==> config.mk <==
export PLATFORM = sky130hd
export DESIGN_NAME = id_queue_dec
export DESIGN_NICKNAME = d
export VERILOG_FILES = /design/src/rtl/id_queue_dec.sv
export SDC_FILE = /design/constraint.sdc
export NUM_CORES = 1
export LEC_CHECK = 0
export ABC_AREA = 1
export CAP_MARGIN = 15
export CORE_MARGIN = 1
export CORE_UTILIZATION = 50
export CTS_CLUSTER_DIAMETER = 150
export DETAILED_ROUTE_END_ITERATION = 10
export HOLD_SLACK_MARGIN = 0.03
export PLACE_DENSITY = 0.75
export SLEW_MARGIN = 20
export SYNTH_ARGS = -nofsm -noshare
export SYNTH_HDL_FRONTEND = slang
export SYNTH_SLANG_ARGS = --single-unit
==> constraint.sdc <==
create_clock -name clk -period 6 [get_ports clk]
set_clock_uncertainty 0.2 [all_clocks]
set_input_delay 1.5 -clock clk [delete_from_list [all_inputs] [get_ports clk]]
set_output_delay 1.5 -clock clk [all_outputs]
set_load 0.005 [all_outputs]
==> src/rtl/id_queue_dec.sv <==
`timescale 1ns/1ps
// RV32I/Zicsr decode stage: DEPTH-entry fetch queue feeding a registered,
// active-low control bundle, with in-stage branch/jump resolution and redirect.
module id_queue_dec #(
    parameter int unsigned DEPTH  = 4,
    parameter bit          CSR_EN = 1'b1
) (
    input  logic        clk,
    input  logic        rst,
    input  logic        flush_n,
    input  logic        in_valid,
    output logic        in_ready,
    input  logic [31:0] in_pc,
    input  logic [31:0] in_inst,
    output logic [4:0]  rs1_idx,
    output logic [4:0]  rs2_idx,
    input  logic [31:0] qa,
    input  logic [31:0] qb,
    output logic        out_valid,
    input  logic        out_ready,
    output logic [31:0] out_pc,
    output logic        alu_src_1,
    output logic        alu_src_2,
    output logic [31:0] alu_imm_1,
    output logic [31:0] alu_imm_2,
    output logic [7:0]  alu_op,
    output logic [7:0]  mem_op,
    output logic [8:0]  csr_op,
    output logic [11:0] csr_addr,
    output logic [4:0]  csr_zimm,
    output logic        gpr_we,
    output logic        illegal,
    output logic        brh_flag,
    output logic [31:0] brh_addr
);
    localparam int unsigned AW = $clog2(DEPTH);
    localparam int unsigned CW = AW + 1;

    typedef enum logic [6:0] {
        OPC_LUI    = 7'b0110111,
        OPC_AUIPC  = 7'b0010111,
        OPC_JAL    = 7'b1101111,
        OPC_JALR   = 7'b1100111,
        OPC_BRANCH = 7'b1100011,
        OPC_LOAD   = 7'b0000011,
        OPC_STORE  = 7'b0100011,
        OPC_OPIMM  = 7'b0010011,
        OPC_OP     = 7'b0110011,
        OPC_SYSTEM = 7'b1110011
    } opcode_e;

    typedef enum logic [7:0] {
        ALU_ADD  = 8'hFB,
        ALU_SUB  = 8'hFA,
        ALU_SLL  = 8'hD8,
        ALU_SLT  = 8'h7A,
        ALU_SLTU = 8'hBA,
        ALU_XOR  = 8'hFC,
        ALU_SRL  = 8'hE8,
        ALU_SRA  = 8'hF0,
        ALU_OR   = 8'hFD,
        ALU_AND  = 8'hFE,
        ALU_NOP  = 8'hF8
    } alu_op_e;

    typedef struct packed {
        logic [31:0] pc;
        logic        src_1;
        logic        src_2;
        logic [31:0] imm_1;
        logic [31:0] imm_2;
        alu_op_e     alu_op;
        logic [7:0]  mem_op;
        logic [8:0]  csr_op;
        logic [11:0] csr_addr;
        logic [4:0]  csr_zimm;
        logic        gpr_we;
        logic        illegal;
    } bundle_t;

    localparam bundle_t BUNDLE_IDLE = '{pc: '0, src_1: 1'b1, src_2: 1'b1, imm_1: '0, imm_2: '0,
                                        alu_op: ALU_NOP, mem_op: '1, csr_op: '1, csr_addr: '0,
                                        csr_zimm: '0, gpr_we: 1'b1, illegal: 1'b1};

    function automatic alu_op_e alu_sel(input logic [2:0] f3, input logic alt, input logic is_op);
        case (f3)
            3'd0:    alu_sel = (is_op && alt) ? ALU_SUB : ALU_ADD;
            3'd1:    alu_sel = ALU_SLL;
            3'd2:    alu_sel = ALU_SLT;
            3'd3:    alu_sel = ALU_SLTU;
            3'd4:    alu_sel = ALU_XOR;
            3'd5:    alu_sel = alt ? ALU_SRA : ALU_SRL;
            3'd6:    alu_sel = ALU_OR;
            default: alu_sel = ALU_AND;
        endcase
    endfunction

    logic [31:0]   pc_mem_q   [DEPTH];
    logic [31:0]   inst_mem_q [DEPTH];
    logic [AW-1:0] wr_ptr_q, wr_ptr_d, rd_ptr_q, rd_ptr_d;
    logic [CW-1:0] count_q, count_d;
    logic          out_valid_q, out_valid_d;
    bundle_t       bundle_q, bundle_d, dec;
    logic          brh_flag_q, brh_flag_d;
    logic [31:0]   brh_addr_q, brh_addr_d;

    logic [31:0] head_pc, head_inst;
    logic [6:0]  opc;
    logic [2:0]  f3;
    logic        rd_nz, legal, is_jump, is_branch, br_cond, dec_redirect;
    logic [31:0] imm_i, imm_s, imm_b, imm_u, imm_j, tgt_base, tgt_off, tgt;
    logic        push, issue, redirect;

    assign head_pc   = pc_mem_q[rd_ptr_q];
    assign head_inst = inst_mem_q[rd_ptr_q];
    assign opc       = head_inst[6:0];
    assign f3        = head_inst[14:12];
    assign rd_nz     = head_inst[11:7] != 5'd0;
    assign rs1_idx   = head_inst[19:15];
    assign rs2_idx   = head_inst[24:20];

    assign imm_i = {{20{head_inst[31]}}, head_inst[31:20]};
    assign imm_s = {{20{head_inst[31]}}, head_inst[31:25], head_inst[11:7]};
    assign imm_b = {{19{head_inst[31]}}, head_inst[31], head_inst[7], head_inst[30:25],
                    head_inst[11:8], 1'b0};
    assign imm_u = {head_inst[31:12], 12'd0};
    assign imm_j = {{11{head_inst[31]}}, head_inst[31], head_inst[19:12], head_inst[20],
                    head_inst[30:21], 1'b0};

    always_comb begin
        dec          = BUNDLE_IDLE;
        dec.pc       = head_pc;
        dec.csr_addr = head_inst[31:20];
        dec.csr_zimm = head_inst[19:15];
        legal        = 1'b1;
        is_jump      = 1'b0;
        is_branch    = 1'b0;
        br_cond      = 1'b0;
        tgt_base     = head_pc;
        tgt_off      = '0;
        case (opc)
            OPC_LUI: begin
                dec.alu_op = ALU_ADD; dec.imm_2 = imm_u; dec.gpr_we = ~rd_nz;
            end
            OPC_AUIPC: begin
                dec.alu_op = ALU_ADD; dec.imm_1 = head_pc; dec.imm_2 = imm_u; dec.gpr_we = ~rd_nz;
            end
            OPC_JAL: begin
                dec.alu_op = ALU_ADD; dec.imm_1 = head_pc; dec.imm_2 = 32'd4; dec.gpr_we = ~rd_nz;
                is_jump = 1'b1; tgt_off = imm_j;
            end
            OPC_JALR: begin
                dec.alu_op = ALU_ADD; dec.imm_1 = head_pc; dec.imm_2 = 32'd4; dec.gpr_we = ~rd_nz;
                is_jump = 1'b1; tgt_base = qa; tgt_off = imm_i;
            end
            OPC_BRANCH: begin
                dec.alu_op = ALU_SUB; dec.src_1 = 1'b0; dec.src_2 = 1'b0; dec.imm_2 = imm_b;
                is_branch = 1'b1; tgt_off = imm_b;
                case (f3)
                    3'd0:    br_cond = qa == qb;
                    3'd1:    br_cond = qa != qb;
                    3'd4:    br_cond = $signed(qa) < $signed(qb);
                    3'd5:    br_cond = $signed(qa) >= $signed(qb);
                    3'd6:    br_cond = qa < qb;
                    3'd7:    br_cond = qa >= qb;
                    default: legal = 1'b0;
                endcase
            end
            OPC_LOAD: begin
                dec.alu_op = ALU_ADD; dec.src_1 = 1'b0; dec.imm_2 = imm_i; dec.gpr_we = ~rd_nz;
                case (f3)
                    3'd0:    dec.mem_op[7] = 1'b0;
                    3'd1:    dec.mem_op[6] = 1'b0;
                    3'd2:    dec.mem_op[5] = 1'b0;
                    3'd4:    dec.mem_op[4] = 1'b0;
                    3'd5:    dec.mem_op[3] = 1'b0;
                    default: legal = 1'b0;
                endcase
            end
            OPC_STORE: begin
                dec.alu_op = ALU_ADD; dec.src_1 = 1'b0; dec.imm_2 = imm_s;
                case (f3)
                    3'd0:    dec.mem_op[2] = 1'b0;
                    3'd1:    dec.mem_op[1] = 1'b0;
                    3'd2:    dec.mem_op[0] = 1'b0;
                    default: legal = 1'b0;
                endcase
            end
            OPC_OPIMM: begin
                dec.alu_op = alu_sel(f3, head_inst[30], 1'b0);
                dec.src_1 = 1'b0; dec.imm_2 = imm_i; dec.gpr_we = ~rd_nz;
            end
            OPC_OP: begin
                dec.alu_op = alu_sel(f3, head_inst[30], 1'b1);
                dec.src_1 = 1'b0; dec.src_2 = 1'b0; dec.gpr_we = ~rd_nz;
            end
            OPC_SYSTEM: begin
                if (!CSR_EN) begin
                    legal = 1'b0;
                end else begin
                    case (f3)
                        3'd0: begin
                            case (head_inst[22:20])
                                3'd0:    dec.csr_op[8] = 1'b0;
                                3'd1:    dec.csr_op[7] = 1'b0;
                                3'd2:    dec.csr_op[6] = 1'b0;
                                default: ;
                            endcase
                        end
                        3'd1:    begin dec.csr_op[5] = 1'b0; dec.gpr_we = ~rd_nz; end
                        3'd2:    begin dec.csr_op[4] = 1'b0; dec.gpr_we = ~rd_nz; end
                        3'd3:    begin dec.csr_op[3] = 1'b0; dec.gpr_we = ~rd_nz; end
                        3'd5:    begin dec.csr_op[2] = 1'b0; dec.gpr_we = ~rd_nz; end
                        3'd6:    begin dec.csr_op[1] = 1'b0; dec.gpr_we = ~rd_nz; end
                        3'd7:    begin dec.csr_op[0] = 1'b0; dec.gpr_we = ~rd_nz; end
                        default: legal = 1'b0;
                    endcase
                end
            end
            default: legal = 1'b0;
        endcase
        if (head_inst[1:0] != 2'b11) legal = 1'b0;
        // Illegal words fall back to the idle bundle but keep pc/csr fields for the trap handler.
        if (!legal) begin
            dec          = BUNDLE_IDLE;
            dec.pc       = head_pc;
            dec.csr_addr = head_inst[31:20];
            dec.csr_zimm = head_inst[19:15];
            dec.illegal  = 1'b0;
            is_jump      = 1'b0;
            is_branch    = 1'b0;
        end
        dec_redirect = is_jump || (is_branch && br_cond);
    end

    assign tgt      = (tgt_base + tgt_off) & ~32'd1;
    assign in_ready = count_q < CW'(DEPTH);
    assign issue    = flush_n && (count_q != '0) && (!out_valid_q || out_ready);
    assign redirect = issue && dec_redirect;
    assign push     = in_valid && in_ready && flush_n && !redirect;

    always_comb begin
        wr_ptr_d = wr_ptr_q;
        rd_ptr_d = rd_ptr_q;
        count_d  = count_q;
        if (!flush_n || redirect) begin
            rd_ptr_d = wr_ptr_q;
            count_d  = '0;
        end else begin
            if (push)  wr_ptr_d = wr_ptr_q + AW'(1);
            if (issue) rd_ptr_d = rd_ptr_q + AW'(1);
            count_d = count_q + CW'(push) - CW'(issue);
        end
    end

    always_comb begin
        out_valid_d = out_valid_q;
        bundle_d    = bundle_q;
        brh_flag_d  = ~redirect;
        brh_addr_d  = redirect ? tgt : brh_addr_q;
        if (!flush_n) begin
            out_valid_d = 1'b0;
            bundle_d    = BUNDLE_IDLE;
        end else if (issue) begin
            out_valid_d = 1'b1;
            bundle_d    = dec;
        end else if (out_ready) begin
            out_valid_d = 1'b0;
            bundle_d    = BUNDLE_IDLE;
        end
    end

    always_ff @(posedge clk) begin
        if (push) begin
            pc_mem_q[wr_ptr_q]   <= in_pc;
            inst_mem_q[wr_ptr_q] <= in_inst;
        end
    end

    always_ff @(posedge clk or negedge rst) begin
        if (!rst) begin
            wr_ptr_q    <= '0;
            rd_ptr_q    <= '0;
            count_q     <= '0;
            out_valid_q <= 1'b0;
            bundle_q    <= BUNDLE_IDLE;
            brh_flag_q  <= 1'b1;
            brh_addr_q  <= '0;
        end else begin
            wr_ptr_q    <= wr_ptr_d;
            rd_ptr_q    <= rd_ptr_d;
            count_q     <= count_d;
            out_valid_q <= out_valid_d;
            bundle_q    <= bundle_d;
            brh_flag_q  <= brh_flag_d;
            brh_addr_q  <= brh_addr_d;
        end
    end

    assign out_valid = out_valid_q;
    assign out_pc    = bundle_q.pc;
    assign alu_src_1 = bundle_q.src_1;
    assign alu_src_2 = bundle_q.src_2;
    assign alu_imm_1 = bundle_q.imm_1;
    assign alu_imm_2 = bundle_q.imm_2;
    assign alu_op    = bundle_q.alu_op;
    assign mem_op    = bundle_q.mem_op;
    assign csr_op    = bundle_q.csr_op;
    assign csr_addr  = bundle_q.csr_addr;
    assign csr_zimm  = bundle_q.csr_zimm;
    assign gpr_we    = bundle_q.gpr_we;
    assign illegal   = bundle_q.illegal;
    assign brh_flag  = brh_flag_q;
    assign brh_addr  = brh_addr_q;

endmodule

* Word-level counts from Yosys, hierarchy flattened
Memories as Yosys holds them, arrays and structs flattened.
Cells that the tools add are included.
** Storage, ports and cells
- Logic and storage cells :: 141
- Flip-flop bits (word level) :: 182
- Memories kept :: 2
- RAM bits :: 256
** Memories
- inst_mem_q :: depth 4, bits a word 32, read ports 1, clocked after Yosys merged registers in 0, wr ports 1, RTL line 99 : logic [31:0] inst_mem_q [DEPTH];
- pc_mem_q :: depth 4, bits a word 32, read ports 1, clocked after Yosys merged registers in 0, wr ports 1, RTL line 98 : logic [31:0] pc_mem_q [DEPTH];
** Operators by class
- Reductions and logical operators :: 33
- Eq/ne operators :: 23
- $add $sub $neg :: 5
- Bitwise logic cells :: 3
- Order comparisons :: 5
- Muxes and demuxes :: 52
** Operator list (count)
- $mux W142 :: 3
- $pmux W32 S5 :: 1
- $pmux W8 S7 :: 2
- $mux W110 :: 1
- $pmux W32 S3 :: 1
- $ge A32 B32 Y1 :: 2
- $lt A32 B32 Y1 :: 2
- $mux W32 :: 2
- $add A32 B32 Y32 :: 1
- $eq A32 B32 Y1 :: 1
- $ne A32 B32 Y1 :: 1
- $pmux W8 S4 :: 1
- $mux W1 :: 30
- $eq A7 B7 Y1 const B :: 4
- $reduce_or A6 Y1 :: 4
- $eq A7 B6 Y1 const B :: 3
- $eq A7 B5 Y1 const B :: 2
- $reduce_or A7 Y1 :: 2
- $eq A3 B3 Y1 const B :: 4
- $mux W5 :: 2
- $reduce_or A5 Y1 :: 2
- $eq A3 B2 Y1 const B :: 3
- $mux W3 :: 3
- $mux W9 :: 1
- 23 further kinds :: 43

* Longest topological paths before layout
An unclocked memory read counts as a cell.
- Depth in word-level cells :: 15
- Gate-level depth with buffers :: 27
- Gate-level depth less buffers :: 27

* Least setup slack after synthesis
Ideal clock, no wire load.
- Path type :: input-to-reg
- Start point :: input port qb[31]
- End point :: memory inst_mem_q[0][0], enable pin
- Setup slack :: -419 ps
- Buffers on the path :: 0
- Stages on the path :: 20
- Setup time :: 486 ps
- Data arrival time :: 5733 ps
- Cells stage by stage :: inv_1 > ha_1 > nand2_1 > inv_1 > nand2_1 > nor2_1 > nand2_1 > inv_1 > nand3_1 > inv_1 > nor2_1 > nor2_1 > nand2_1 > nor2_1 > nand3_1 > nand2_1 > nand2_2 > nand2_4 > nand2_2 > nor2_1
** On the way
- Word-level cells in the longest chain between the ends :: 10
- Elaborated cells between the ends (all ways) :: 15
** RTL lines
- start, declared :: RTL line 18 : input logic [31:0] qb,
- $ge A32 B32 Y1 (tied with other cells) :: RTL line 165 : 3'd7: br_cond = qa >= qb;
- $pmux W1 S6 * :: RTL line 159 : case (f3)
- $mux W1 * :: RTL line 141 : case (opc)
- $logic_and A1 B1 Y1 * :: RTL line 233 : dec_redirect = is_jump || (is_branch && br_cond);
- $logic_or A1 B1 Y1 * :: RTL line 233
- $logic_and A1 B1 Y1 * :: RTL line 239 : assign redirect = issue && dec_redirect;
- $logic_not A1 Y1 * :: RTL line 240 : assign push = in_valid && in_ready && flush_n && !redirect;
- $logic_and A1 B1 Y1 * :: RTL line 240
- $mux W1 * :: RTL line 274 : if (push) begin
- $mux W1 (not written as such) * :: RTL line 276 : inst_mem_q[wr_ptr_q] <= in_inst;
- end, declared :: RTL line 99
Mark *: on every way between the ends. The rest lies on a longest branch, timed or not.

* Worst setup path in the final report
- Start point :: register rd_ptr_q[0]
- End point :: output port rs1_idx[0]
** On the way
- Word-level cells in the longest chain between the ends :: 1
** RTL lines
- start, declared :: RTL line 100 : logic [AW-1:0] wr_ptr_q, wr_ptr_d, rd_ptr_q, rd_ptr_d;
- start signal, assigned :: RTL line 291 : rd_ptr_q <= rd_ptr_d;
- $mem_v2 Z4 W32
- end, declared :: RTL line 15 : output logic [4:0] rs1_idx,
No other way between the ends.

==> results_dict.tcl <==
set metrics [dict create \
    p_leak_nw 10.7 \
    drt_first_pass_iters 5 \
    holdBufCountCts 0 \
    routed-via-count 16200 \
    avgSynthCellArea_um2 9.97 \
    die_y_um 203 \
    cts_setup_buffers 0 \
    yosys.area_share.simple 0.170 \
    synth-edff-count 256 \
    root_buffer "clkbuf_16" \
    grt_overflow_total 0 \
    synth.distinct_cells 61 \
    drt_first_iter_violations 1469 \
    grt_usage 0.300 \
    period_share 0.874 \
    startpoint_type "flop" \
    async_reset_ff_frac 0.416 \
    vdd_drop_max_mv 0.348 \
    drive_gt1_frac 0.0776 \
    ctsResizeCount 0 \
    gp_congestion 1.00 \
    die_x_um 203 \
    ys_top_cells_by_count "nand2_1 (548), edfxtp_1 (256), inv_1 (156)" \
    hold_class "flop to flop" \
    layout_min_cycle_time_ns 5.24 \
    synth-xor-area-share 0.0126 \
    synthFlopType "edfxtp_1" \
    finalInstanceArea_um2 25500 \
    worst_pin_slew_ns 1.00 \
    max_cap_viol_count 0 \
    fin_nets 2540 \
    drv_slew 0 \
    synth_area_leaders "edfxtp_1 (38%), dfrtp_1 (19%), nand2_1 (10%), ha_1 (4.2%), dfstp_2 (3.5%)" \
    yosysWarnings 0 \
    grt_max_degree 120 \
    synth-adder-area-share 0.0442 \
    synth_top_area_share 0.381 \
    grt_first_pass_wirelength_um 93100 \
    antenna_found_initial 4 \
    tritoncts "built" \
    slew_headroom 0.333 \
    cts.reportedPaths.clkPinSlew_ns 0.07 \
    clock-sinks 438 \
    crit_arrival_ns 3.54 \
    syn2layout_area_growth_pct 26.4 \
    ios 320 \
    path_max_fanout 24 \
    hold_viol 0 \
    end_kind "output port" \
    routed_wl_um 61700 \
    rsz0062_at_grt "false" \
    die_area_um2 41100 \
    max_freq_ghz 0.191 \
    status "completed" \
    cts-htree-levels 2 \
    postRouteAntennaNets 0 \
    netlist_area_um2 20200 \
    synth_top_area_cell "edfxtp_1" \
    place_area_um2 24000 \
    rows 73 \
    critical_path_required_ns 4.30 \
    synth_top_family_by_area "simple AND/OR/NAND/NOR gates" \
    powerDensity_nw_per_um2 444 \
    post_drt_via_cell_ratio 5.59 \
    clockBufferDepth 3 \
    seq_area_frac_synth 0.609 \
    yosysMostFrequentCell "nand2_1" \
    syn_inst 2022 \
    start_util 0.507 \
    crit_type "flop to output port" \
    io_buffers 318 \
    synth_compound_area_frac 0.114 \
    drcViolationCount 0 \
    syn-num-nets 2225 \
    routedWlPerCell_um 21.3 \
    setup_violations 0 \
    clk_latency_ns 0.59 \
    core_area_um2 39700 \
    dp_hpwl_um 44500 \
    synth.area.mux_share 0.000497 \
    cts_made_buffers 44 \
    grt_pass1_vias 15600 \
    place_ws_ns 0.549 \
    ys_ff_latch 438 \
    fin_ws_ns 0.758 \
]
state kept, by name, indices dropped and copies added (netlist names):
register,cells
csr_op,9
alu_src_1,1
out_valid,1
out_pc,32
inst_mem_q,128
brh_flag,1
csr_addr,12
alu_imm_1,32
csr_zimm,5
wr_ptr_q,2
alu_op,8
rd_ptr_q,2
brh_addr,31
count_q,3
gpr_we,1
pc_mem_q,128
mem_op,8
illegal,1
alu_imm_2,32
alu_src_2,1
layer usage:
layer  vias up  track usage  part of all wire
li1       7528            -                 -
met1      7836        0.429              0.43
met2       733        0.466              0.46
met3       100       0.0531             0.080
met4         4       0.0994             0.032
met5         -            0           0.00044
cell type report:
class / count / area [um2]
Fill cell: 3223 / 14300
Sequential cell: 438 / 12300
Inverter: 169 / 643
Antenna cell: 2 / 5.00
Timing Repair Buffer: 348 / 3480
Clock buffer: 60 / 1260
Multi-Input combinational cell: 1336 / 6920
Clock inverter: 21 / 230
Tap cell: 525 / 657
final timing paths:
kind,slack [ns],startpoint,cells past startpoint,to
setup / recovery,0.76,rd_ptr_q[0],6,rs1_idx[0]
hold / removal,0.27,out_pc[14],2,out_pc[14]
setup reg to reg,0.94,rd_ptr_q[0],23,brh_addr[25]
hold reg to reg,0.27,out_pc[14],2,out_pc[14]
max in group asynchronous,3.63,rst,2,mem_op[4]
min in group asynchronous,0.85,rst,1,brh_addr[28]
layout by cell type (no fill, tap or decap), types with 10 or more instances in the layout:
master	synthesis	routed
dfstp_2	27	27
o221ai_1	13	13
nand3_1	67	67
o21ai_0	140	140
clkbuf_16	0	44
ha_1	68	68
nor3_1	16	16
clkbuf_8	0	10
nand4_1	12	12
buf_4	1	24
edfxtp_1	256	256
a22oi_1	12	12
nor2_1	153	147
xnor2_1	20	20
a21oi_1	132	132
o21ai_1	29	29
clkdlybuf4s50_1	0	317
o22ai_1	36	36
nand2_1	548	548
inv_1	156	156
dfrtp_1	155	154
worst max-delay path: stages, from the launching register on:
cell and delay, ns:
dfrtp_2 0.61, nor2_2 0.17, buf_4 0.30, clkinv_1 0.35, buf_4 0.36, o221ai_1 0.53, clkdlybuf4s50_1 0.62
report_power, final:
group,internal (W),switching [W]
sequential,0.00363,0.000237
combinational,0.00155,0.00310
clock,0.00162,0.00117
total,0.00679,0.00451
through the flow:
stage	hold slack, ns	util	power [W]	cells	setup TNS [ns]
after floorplan	0.265	-	0.00640	2022	-107.38
after global placement	0.256	0.604	0.00841	2816	0
after detailed placement	0.257	0.604	0.00847	2816	0
after CTS	0.273	0.641	0.0113	2897	0
after global routing	0.293	0.641	0.0119	2898	0
final	0.272	0.641	0.0113	2899	0
logic make-up after synthesis:
| logic type | after synthesis |
|---|---|
| other | 1 |
| flip-flops | 438 |
| XOR/XNOR | 29 |
| buffers and inverters | 248 |
| AO/OA/AOI/OAI | 405 |
| AND/OR/NAND/NOR | 830 |
| adder cells (fa/ha/maj) | 70 |
| multiplexers | 1 |
(Power assumes the default switching activity.)
